## src/rtl/uart_pkg.sv

```systemverilog
// Shared definitions for the UART receive path: bit-FSM state codes, parity modes, minimum bit period.
// Latency: n/a (constants only).
// Backpressure: n/a.
package uart_pkg;

    typedef logic [2:0] state_t;

    localparam state_t ST_IDLE   = 3'd0;
    localparam state_t ST_START  = 3'd1;
    localparam state_t ST_DATA   = 3'd2;
    localparam state_t ST_PARITY = 3'd3;
    localparam state_t ST_STOP   = 3'd4;
    localparam state_t ST_BREAK  = 3'd5;

    localparam int PAR_NONE = 0;
    localparam int PAR_EVEN = 1;
    localparam int PAR_ODD  = 2;

    // Shortest usable bit period. Half of it must still leave room for the start-bit check.
    localparam int CPB_MIN = 4;

endpackage

```

## src/rtl/uart_rx_core.sv

```systemverilog
// UART bit engine: synchroniser, start/data/parity/stop FSM, framing and parity error detection.
// Latency: char_vld is asserted combinationally in the cycle whose clock edge takes the stop-bit sample.
// Backpressure: none. Characters and error pulses are fire-and-forget, and the consumer must keep up.
//
// Ports:
//   clk, rst      system clock, async active-high reset
//   rx_i          raw serial input, idle high
//   clks_per_bit  bit period in clocks, latched at start detect and clamped to CPB_MIN
//   char_vld/dat  one-cycle strobe with an accepted character
//   frame_err     one-cycle pulse: stop bit sampled low
//   parity_err    one-cycle pulse: parity mismatch on an otherwise well-framed character
//   idle          FSM is in IDLE
//   start_det     start edge detected this cycle
//   cpb           bit period latched for the current/last frame
module uart_rx_core
    import uart_pkg::*;
#(
    parameter int DATA_BITS = 8,
    parameter int PARITY    = 0,
    parameter int CPB_W     = 16
) (
    input  logic                 clk,
    input  logic                 rst,
    input  logic                 rx_i,
    input  logic [CPB_W-1:0]     clks_per_bit,
    output logic                 char_vld,
    output logic [DATA_BITS-1:0] char_dat,
    output logic                 frame_err,
    output logic                 parity_err,
    output logic                 idle,
    output logic                 start_det,
    output logic [CPB_W-1:0]     cpb
);

    localparam int BCW = 4;

    logic                 rx_s1;
    logic                 rx_s2;
    logic                 rx_prev;
    state_t               state;
    logic [CPB_W-1:0]     cpb_q;
    logic [CPB_W-1:0]     cnt;
    logic [CPB_W-1:0]     tgt;
    logic [CPB_W-1:0]     cpb_eff;
    logic [BCW-1:0]       bit_cnt;
    logic [DATA_BITS-1:0] shift_q;
    logic                 par_bad;
    logic                 tick;
    logic                 fall;
    logic                 par_mis;

    // Two flops for metastability, a third only to find the falling edge of the clean signal.
    always_ff @(posedge clk or posedge rst) begin
        if (rst) begin
            rx_s1   <= 1'b1;
            rx_s2   <= 1'b1;
            rx_prev <= 1'b1;
        end else begin
            rx_s1   <= rx_i;
            rx_s2   <= rx_s1;
            rx_prev <= rx_s2;
        end
    end

    assign fall    = rx_prev & ~rx_s2;
    assign cpb_eff = (clks_per_bit < CPB_W'(CPB_MIN)) ? CPB_W'(CPB_MIN) : clks_per_bit;

    // START waits half a bit so that every later sample lands mid-bit.
    assign tgt  = (state == ST_START) ? (cpb_q >> 1) : cpb_q;
    assign tick = (cnt == tgt - CPB_W'(1));

    // The received parity bit XORed with the data is 0 for even parity and 1 for odd parity.
    assign par_mis = rx_s2 ^ (^shift_q) ^ (PARITY == PAR_ODD);

    always_ff @(posedge clk or posedge rst) begin
        if (rst) begin
            state      <= ST_IDLE;
            cpb_q      <= CPB_W'(CPB_MIN);
            cnt        <= '0;
            bit_cnt    <= '0;
            shift_q    <= '0;
            par_bad    <= 1'b0;
            frame_err  <= 1'b0;
            parity_err <= 1'b0;
        end else begin
            frame_err  <= 1'b0;
            parity_err <= 1'b0;
            if (state != ST_IDLE && state != ST_BREAK) begin
                cnt <= tick ? '0 : cnt + CPB_W'(1);
            end
            case (state)
                ST_IDLE: begin
                    if (fall) begin
                        state   <= ST_START;
                        cpb_q   <= cpb_eff;
                        cnt     <= '0;
                        par_bad <= 1'b0;
                    end
                end
                ST_START: begin
                    if (tick) begin
                        state   <= rx_s2 ? ST_IDLE : ST_DATA;
                        bit_cnt <= '0;
                    end
                end
                ST_DATA: begin
                    if (tick) begin
                        shift_q <= {rx_s2, shift_q[DATA_BITS-1:1]};
                        bit_cnt <= bit_cnt + BCW'(1);
                        if (bit_cnt == BCW'(DATA_BITS - 1)) begin
                            state <= (PARITY != PAR_NONE) ? ST_PARITY : ST_STOP;
                        end
                    end
                end
                ST_PARITY: begin
                    if (tick) begin
                        par_bad <= par_mis;
                        state   <= ST_STOP;
                    end
                end
                ST_STOP: begin
                    if (tick) begin
                        if (!rx_s2) begin
                            frame_err <= 1'b1;
                            state     <= ST_BREAK;
                        end else begin
                            parity_err <= par_bad;
                            state      <= ST_IDLE;
                        end
                    end
                end
                ST_BREAK: begin
                    if (rx_s2) begin
                        state <= ST_IDLE;
                    end
                end
                default: state <= ST_IDLE;
            endcase
        end
    end

    assign char_vld  = (state == ST_STOP) && tick && rx_s2 && !par_bad;
    assign char_dat  = shift_q;
    assign idle      = (state == ST_IDLE);
    assign start_det = (state == ST_IDLE) && fall;
    assign cpb       = cpb_q;

endmodule

```

## src/rtl/uart_rx_word.sv

```systemverilog
// UART receiver that packs characters little-endian into words, with overrun and partial-word timeout.
// Latency: word_valid_o rises the cycle after the stop-bit sample of the last character of a word.
// Backpressure: one-entry holding register on valid/ready. A word completing while it is full is dropped and flags overrun.
//
// Ports:
//   clk, rst          system clock, async active-high reset
//   rx_i              serial input, idle high
//   clks_per_bit      runtime bit period (values below 4 act as 4)
//   word_o            assembled word, first character in the LSBs
//   word_valid_o      word_o holds an unconsumed word
//   word_ready_i      consumer takes word_o when high with word_valid_o
//   frame_err_o       one-cycle pulse on a low stop bit
//   parity_err_o      one-cycle pulse on a parity mismatch
//   overrun_o         sticky: a completed word was dropped
//   clr_i             synchronous clear of overrun_o (a same-cycle new overrun wins)
//   busy_o            a frame is in progress or a partial word is pending
module uart_rx_word
    import uart_pkg::*;
#(
    parameter int DATA_BITS    = 8,
    parameter int PARITY       = 0,
    parameter int WORD_BYTES   = 2,
    parameter int TIMEOUT_BITS = 32,
    parameter int CPB_W        = 16
) (
    input  logic                            clk,
    input  logic                            rst,
    input  logic                            rx_i,
    input  logic [CPB_W-1:0]                clks_per_bit,
    output logic [DATA_BITS*WORD_BYTES-1:0] word_o,
    output logic                            word_valid_o,
    input  logic                            word_ready_i,
    output logic                            frame_err_o,
    output logic                            parity_err_o,
    output logic                            overrun_o,
    input  logic                            clr_i,
    output logic                            busy_o
);

    localparam int WORD_W = DATA_BITS * WORD_BYTES;
    localparam int IW     = 3;
    localparam int TW     = CPB_W + $clog2(TIMEOUT_BITS + 1);

    logic                 char_vld;
    logic [DATA_BITS-1:0] char_dat;
    logic                 core_idle;
    logic                 start_det;
    logic [CPB_W-1:0]     cpb;
    logic [IW-1:0]        idx;
    logic [WORD_W-1:0]    asm_q;
    logic [WORD_W-1:0]    next_asm;
    logic [TW-1:0]        tmo_cnt;
    logic [TW-1:0]        tmo_lim;
    logic                 tmo_exp;
    logic                 word_done;
    logic                 ovr_set;

    uart_rx_core #(
        .DATA_BITS (DATA_BITS),
        .PARITY    (PARITY),
        .CPB_W     (CPB_W)
    ) u_core (
        .clk          (clk),
        .rst          (rst),
        .rx_i         (rx_i),
        .clks_per_bit (clks_per_bit),
        .char_vld     (char_vld),
        .char_dat     (char_dat),
        .frame_err    (frame_err_o),
        .parity_err   (parity_err_o),
        .idle         (core_idle),
        .start_det    (start_det),
        .cpb          (cpb)
    );

    // Assembly buffer with the incoming character dropped into its slot. On the last slot this
    // is the complete word, loaded straight into the holding register.
    always_comb begin
        next_asm = asm_q;
        for (int i = 0; i < WORD_BYTES; i++) begin
            if (IW'(i) == idx) begin
                next_asm[i*DATA_BITS +: DATA_BITS] = char_dat;
            end
        end
    end

    assign word_done = char_vld && (idx == IW'(WORD_BYTES - 1));
    assign ovr_set   = word_done && word_valid_o && !word_ready_i;

    // Timeout is measured in bit-times of the last received frame.
    assign tmo_lim = TW'(TIMEOUT_BITS) * TW'(cpb);
    assign tmo_exp = core_idle && (idx != '0) && !start_det && (tmo_cnt == tmo_lim - TW'(1));

    always_ff @(posedge clk or posedge rst) begin
        if (rst) begin
            tmo_cnt <= '0;
        end else if (!core_idle || idx == '0 || start_det || tmo_exp) begin
            tmo_cnt <= '0;
        end else begin
            tmo_cnt <= tmo_cnt + TW'(1);
        end
    end

    always_ff @(posedge clk or posedge rst) begin
        if (rst) begin
            idx   <= '0;
            asm_q <= '0;
        end else if (frame_err_o || parity_err_o || tmo_exp) begin
            idx <= '0;
        end else if (char_vld) begin
            asm_q <= next_asm;
            idx   <= word_done ? '0 : idx + IW'(1);
        end
    end

    always_ff @(posedge clk or posedge rst) begin
        if (rst) begin
            word_o       <= '0;
            word_valid_o <= 1'b0;
            overrun_o    <= 1'b0;
        end else begin
            if (word_done && (!word_valid_o || word_ready_i)) begin
                word_o       <= next_asm;
                word_valid_o <= 1'b1;
            end else if (word_ready_i) begin
                word_valid_o <= 1'b0;
            end
            if (ovr_set) begin
                overrun_o <= 1'b1;
            end else if (clr_i) begin
                overrun_o <= 1'b0;
            end
        end
    end

    assign busy_o = !core_idle || (idx != '0);

endmodule
```

## config.mk

```make
export PLATFORM = sky130hd
export DESIGN_NAME = uart_rx_word
export DESIGN_NICKNAME = d
export VERILOG_FILES = /design/src/rtl/uart_pkg.sv /design/src/rtl/uart_rx_core.sv /design/src/rtl/uart_rx_word.sv
export SDC_FILE = /design/constraint.sdc
export NUM_CORES = 1
export LEC_CHECK = 0
export ABC_AREA = 1
export BUFFER_PORTS_ARGS = -buffer_cell sky130_fd_sc_hd__buf_2
export CAP_MARGIN = 20
export CORE_MARGIN = 2
export CORE_UTILIZATION = 62
export DETAILED_ROUTE_END_ITERATION = 8
export PLACE_DENSITY = 0.81
export SYNTH_ARGS = -nofsm -noshare
export SYNTH_HDL_FRONTEND = slang
export SYNTH_SLANG_ARGS = --single-unit
```

## constraint.sdc

```tcl
create_clock -name clk -period 5.6 [get_ports clk]
set_input_delay 1.4 -clock clk [delete_from_list [all_inputs] [get_ports clk]]
set_output_delay 1.4 -clock clk [all_outputs]
set_load 0.05 [all_outputs]
```

## Word-level counts from Yosys, hierarchy flattened

Cells that the tools add are included.

| word-level totals | value |
|---|---|
| register bits | 112 |
| bits in latches | 0 |
| bits in writable memories | 0 |
| memory bits (read-only) | 0 |
| bits of input ports | 21 |
| logic and storage cells | 124 |
| memories kept | 0 |

| operators by class | value |
|---|---|
| add/subtract/negate cells | 6 |
| multipliers | 0 |
| div/mod/pow operators | 0 |
| magnitude comparators | 1 |
| eq/ne operators | 18 |
| shifts and indexed selects | 0 |
| mux-type cells | 38 |
| bitwise operators | 4 |
| reductions and logical operators | 40 |

Operator list:

| operator | number |
|---|---|
| 16-bit two-way mux | 6 |
| 3-bit two-way mux | 11 |
| 22-bit by 1-bit adder with 22-bit output (second input constant) | 1 |
| 22-bit == test | 1 |
| 22-bit two-way mux | 1 |
| 21-bit by 1-bit subtractor with 22-bit output (second input constant) | 1 |
| 3-bit case mux with 6 select lines | 1 |
| 16-bit by 1-bit adder with 16-bit output (second input constant) | 1 |
| 16-bit == test | 1 |
| 16-bit by 3-bit less-than comparator with 1-bit output (second input constant) | 1 |
| 8-bit two-way mux | 2 |
| 16-bit by 1-bit subtractor with 16-bit output (second input constant) | 1 |
| 2-bit by 1-bit inequality test with 1-bit output (second input constant) | 7 |
| 1-bit logical AND | 12 |
| 1-bit two-way mux | 12 |
| 2-bit nonzero test | 5 |
| 4-bit two-way mux | 2 |
| 4-bit case mux with 2 select lines | 1 |
| 8-bit XOR reduction | 1 |
| 1-bit logical OR | 7 |
| 7-bit AND reduction | 1 |
| 3-bit by 1-bit == test with 1-bit output (second input constant) | 2 |
| 3-bit by 2-bit == test with 1-bit output (second input constant) | 2 |
| 3-bit == test (second input constant) | 2 |
| 15 further kinds | 25 |

## Logic depth before layout (Yosys ltp)

| logic depth | value |
|---|---|
| depth after elaboration | 11 |
| depth in mapped cells | 21 |

## Cells and area by module

From an unflattened synthesis, not the netlist that was laid out.

| unflattened totals | value |
|---|---|
| cell total of the unflattened synthesis | 1080 |
| area, all modules | 7437.1 µm² |

Modules (own cells, without submodules):

| module | times used | cells an instance | area an instance (µm²) | sequential area each (µm²) |
|---|---|---|---|---|
| uart_rx_core | 1 | 585 | 3936.3 | 1331.3 |
| uart_rx_word | 1 | 495 | 3500.9 | 1476.4 |

## Worst setup path after synthesis

OpenSTA, ideal clock, no wires.

| path | value |
|---|---|
| path kind | flip-flop to flip-flop |
| start point | register u_core.state[2] |
| end point | register word_o[0] |
| setup time | 0.118 ns |
| arrival time | 2.660 ns |
| setup slack | 2.822 ns |
| cell stages (with the launch flop) | 20 |
| path buffers | 2 |
| period minus slack after synthesis | 2.778 ns |
| cell sequence | dfrtp_1 > inv_2 > nand3_2 > buf_6 > nand2_1 > nand2_2 > ha_1 > xor2_1 > nand2_1 > nor2_1 > nand2_1 > nor2_1 > nand2_1 > nor2_1 > nand3_1 > nor3_1 > nand4_2 > buf_2 > nand2_1 > nand2_1 |

| on the way | value |
|---|---|
| cells in the longest elaborated chain, start to end | 9 |
| elaborated cells on any way between the ends | 10 |
| classes of those cells | add/sub: 1; eq/ne: 3; mux: 1; reduce/logical: 5 |

RTL lines:

| what | line | source |
|---|---|---|
| from (decl) | uart_rx_core.sv:40 | `state_t state;` |
| from (signal assigned) | uart_rx_core.sv:102 | `state <= rx_s2 ? ST_IDLE : ST_DATA;` |
| from (signal assigned) | uart_rx_core.sv:111 | `state <= (PARITY != PAR_NONE) ? ST_PARITY : ST_STOP;` |
| 3-bit by 1-bit == test with 1-bit output | uart_rx_core.sv:69 | `assign tgt = (state == ST_START) ? (cpb_q >> 1) : cpb_q;` |
| 16-bit two-way mux | uart_rx_core.sv:69 |  |
| 16-bit by 1-bit subtractor with 16-bit output | uart_rx_core.sv:70 | `assign tick = (cnt == tgt - CPB_W'(1));` |
| 16-bit == test | uart_rx_core.sv:70 |  |
| 1-bit logical AND (*) (3 in a row) | uart_rx_core.sv:142 | `assign char_vld = (state == ST_STOP) && tick && rx_s2 && !par_bad;` |
| 1-bit logical AND (*) | uart_rx_word.sv:87 | `assign word_done = char_vld && (idx == IW'(WORD_BYTES - 1));` |
| 1-bit logical AND (*) | uart_rx_word.sv:122 | `if (word_done && (!word_valid_o \|\| word_ready_i)) begin` |
| to (signal assigned) | uart_rx_word.sv:123 | `word_o <= next_asm;` |
| to (decl) | uart_rx_word.sv:30 | `output logic [DATA_BITS*WORD_BYTES-1:0] word_o,` |

Mark *: on every way between the ends. The rest lies on a longest branch, timed or not.
A chain may end at the register's enable or synchronous reset.

## Worst setup path in the final report

| path | value |
|---|---|
| start point | register u_core.state[2] |
| end point | register word_o[7] |

The elaborated chain is that of the path after synthesis.

==> reports/metrics.csv <==
metric,value,unit
Fin Setup TNS,0,ns
initial antenna violation count,0,
Area contributors post-synth,"dfrtp_1, nand2_1, nand3_1",
DR vias/cell,5.381,
multiplexer area fraction after synthesis,0,%
Power Dens Cells,421.3,mW/mm^2
HP Start,u_core.rx_s1$_DFF_PP1_,
Initial DRC Count,483,
routed vias,6462,
layout cells sized above 1,10.87,%
Final setup viols,0,
DRT Pass-1 Iters,6,
worst vdd ir,0.2833,mV
Die ar.,0.01241,mm^2
Hold Path Class,reg -> reg,
Mean Syn Cell Area,7.004,um^2
# rows,39,
final setup skew,0.009126,ns
leakage,3.906,nW
Worst EP required,5.85,ns
gpl congestion,0.9316,
cts hold-fix bufs,0,
Yosys warnings,0,
Residual DRC,0,
Die Height,111.4,um
"Hold Vio Cnt, Final",0,
Detailed Route WL,15960,um
io pins,42,
Longest Clk Path Bufs,2,
status,"finished, final reports clean",
hold path cells,0,
nature of the critical path endpoint,flip-flop,
Port Buffers,41,
part of the cycle the worst path needs,68.52,%
xor/xnor cell area share of the yosys netlist,5.512,%
setup bufs post-CTS,0,
post-synthesis sequential area ratio,39.27,%
Root Driver,clkbuf_16,
Crit Reg-Reg Endpoint,word_o[7]$_DFFE_PP0P_,
largest family of logic cells by synthesized area,simple AND/OR/NAND/NOR gates,
Post-synth EDFFs,0,
largest net degree at the start of global routing,83,
critical path startpoint category,flip-flop,
highest-count cells in the layout ignoring fill and taps,"nand2_1, inv_1, dfrtp_1",
Synth Net Count,1050,
hpwl dp,11900,um
RSZ-0062 raised after global routing,no,
Yosys cell types,37,
Resized cells post-CTS,0,
vias in the first global route,5907,
"FFs w/ async S/R, synth",100.0,%
"Clk pin slew, worst setup/hold paths",0.08,ns
WP data arrival,4.08,ns
Final Max Tran Viols,0,
"setup slack, reg-to-reg",1.76,ns
worst slew pin tran,1.091,ns
FMAX,260.6,MHz
Routed Antenna Nets,0,
Yosys top cell area share,37.80,%
Num CTS Buffers,9,
crit path time final,3.837,ns
top_reg_cell synth,dfrtp_1,
synthesized flop and latch total,112,
CTS tree,built,
clock network latency to the later pin of the worst-skew pair,0.36,ns
adder-cell share of the synthesized area,1.400,%
Slew HR,27.29,%
DIE WIDTH,111.4,um
worst r2r src,u_core.state[2]$_DFFE_PP0P_,
Mapped Area,0.007151,mm^2
number of H-tree levels,3,
hold slack final,0.3746,ns
# nets final,1082,
total grt overflow,0,
clock sinks,112,
Initial Utilization,63.16,%
Hold EP,u_core.rx_s2$_DFF_PP1_,
first-pass GRT wire length,27530,um
Syn Inst Count,1021,
fin util,68.42,%
setup ws final,1.763,ns
Synth area leader,dfrtp_1,
Tot GR Track Use,27.07,%
ant diodes,0,
Worst R2R Path Depth,17,
core area,0.01132,mm^2
"commonest non-fill, non-tap cell in the layout",nand2_1,
Place WS,1.817,ns
CP Class,reg -> reg,
Tot Pwr,0.003263,W
Max Cap Viol,0,
Area Overhead vs Synth,8.329,%
routed len/inst,13.29,um
post-synthesis compound-gate area fraction,7.559,%
simple-gate share of the synthesized area,37.78,%
CP max FO,31,
## cells in the mapped netlist (12+ instances only)
| master | instances |
|---|---|
| nand3_1 | 93 |
| o21ai_0 | 71 |
| dfrtp_1 | 108 |
| nand2_1 | 323 |
| a21oi_1 | 16 |
| nand4_1 | 12 |
| nor2_1 | 97 |
| nand2_2 | 12 |
| inv_1 | 115 |
| nor3_1 | 28 |
| xnor2_1 | 15 |
| xor2_1 | 30 |
## per-stage QoR
step / instance area (um^2) / std cells
global route: 7746 / 1201
finish: 7746 / 1201
detailed placement: 7417 / 1184
floorplan: 7151 / 1021
global placement: 7417 / 1184
CTS: 7719 / 1200
## per-layer routing
layer / up-vias / GRT usage, % / routed length (um)
met5: - / 0 / 0
met3: 26 / 5.770 / 670
met4: 0 / 9.383 / 331
met1: 2992 / 35.32 / 7070
li1: 3306 / - / -
met2: 138 / 45.16 / 7890
## flip-flops by register name, summed over array words and instances, names as in the netlist, 3 cells and up
name,flops
asm_q,16
idx,3
tmo_cnt,22
u_core.bit_cnt,4
u_core.char_dat,8
u_core.cnt,16
u_core.cpb,16
u_core.state,3
word_o,16
## cell families (layout without fill, tap and decap cells)
family / Yosys count / count (layout)
and+or+nand+nor: 603 / 603
buffers and inverters: 148 / 185
DFF: 112 / 112
AOI/OAI and AO/OA: 105 / 105
xor gates and xnor gates: 45 / 45
adders and majority gates: 8 / 8
## worst max path at each step
stage / startpoint / to / slack (ns) / cells after the start
6_report: u_core.state[2]$_DFFE_PP0P_ / word_o[7]$_DFFE_PP0P_ / 1.76 / 17
5_1_grt: u_core.state[2]$_DFFE_PP0P_ / word_o[7]$_DFFE_PP0P_ / 1.26 / 17
4_1_cts: u_core.state[2]$_DFFE_PP0P_ / word_o[12]$_DFFE_PP0P_ / 1.77 / 17
3_5_place_dp: u_core.state[2]$_DFFE_PP0P_ / word_o[0]$_DFFE_PP0P_ / 1.82 / 17
3_3_place_gp: u_core.state[2]$_DFFE_PP0P_ / word_o[12]$_DFFE_PP0P_ / 1.88 / 17
2_1_floorplan: rst / asm_q[0]$_DFFE_PP0P_ / 1.25 / 1
## critical path, stage by stage, from the launching register on
cell and delay (ns):
dfrtp_1 0.44, inv_2 0.30, nand3_2 0.51, nand2_1 0.21, nand2_2 0.12, ha_1 0.32
xor2_1 0.14, nand2_1 0.06, nor2_1 0.12, nand2_1 0.06, nor2_1 0.11, nand2_1 0.05
nor2_1 0.12, nand3_1 0.15, nor3_1 0.31, nand4_2 0.43, nand2_1 0.18, nand2_1 0.08
## where the power goes
group / switching [W] / internal (W)
registers: 0.000115 / 0.000895
logic: 0.00107 / 0.000511
clock network: 0.000316 / 0.000353
## layout make-up
type | instances | area [um^2]
Clock buffer | 9 | 225.2
Inverter | 125 | 471.7
Clock inverter | 7 | 76.32
Tap cell | 143 | 178.9
Timing Repair Buffer | 44 | 247.7
Sequential cell | 112 | 2808
Fill cell | 995 | 3575
Multi-Input combinational cell | 761 | 3739
No activity file was read; power rests on OpenSTA's default activity.
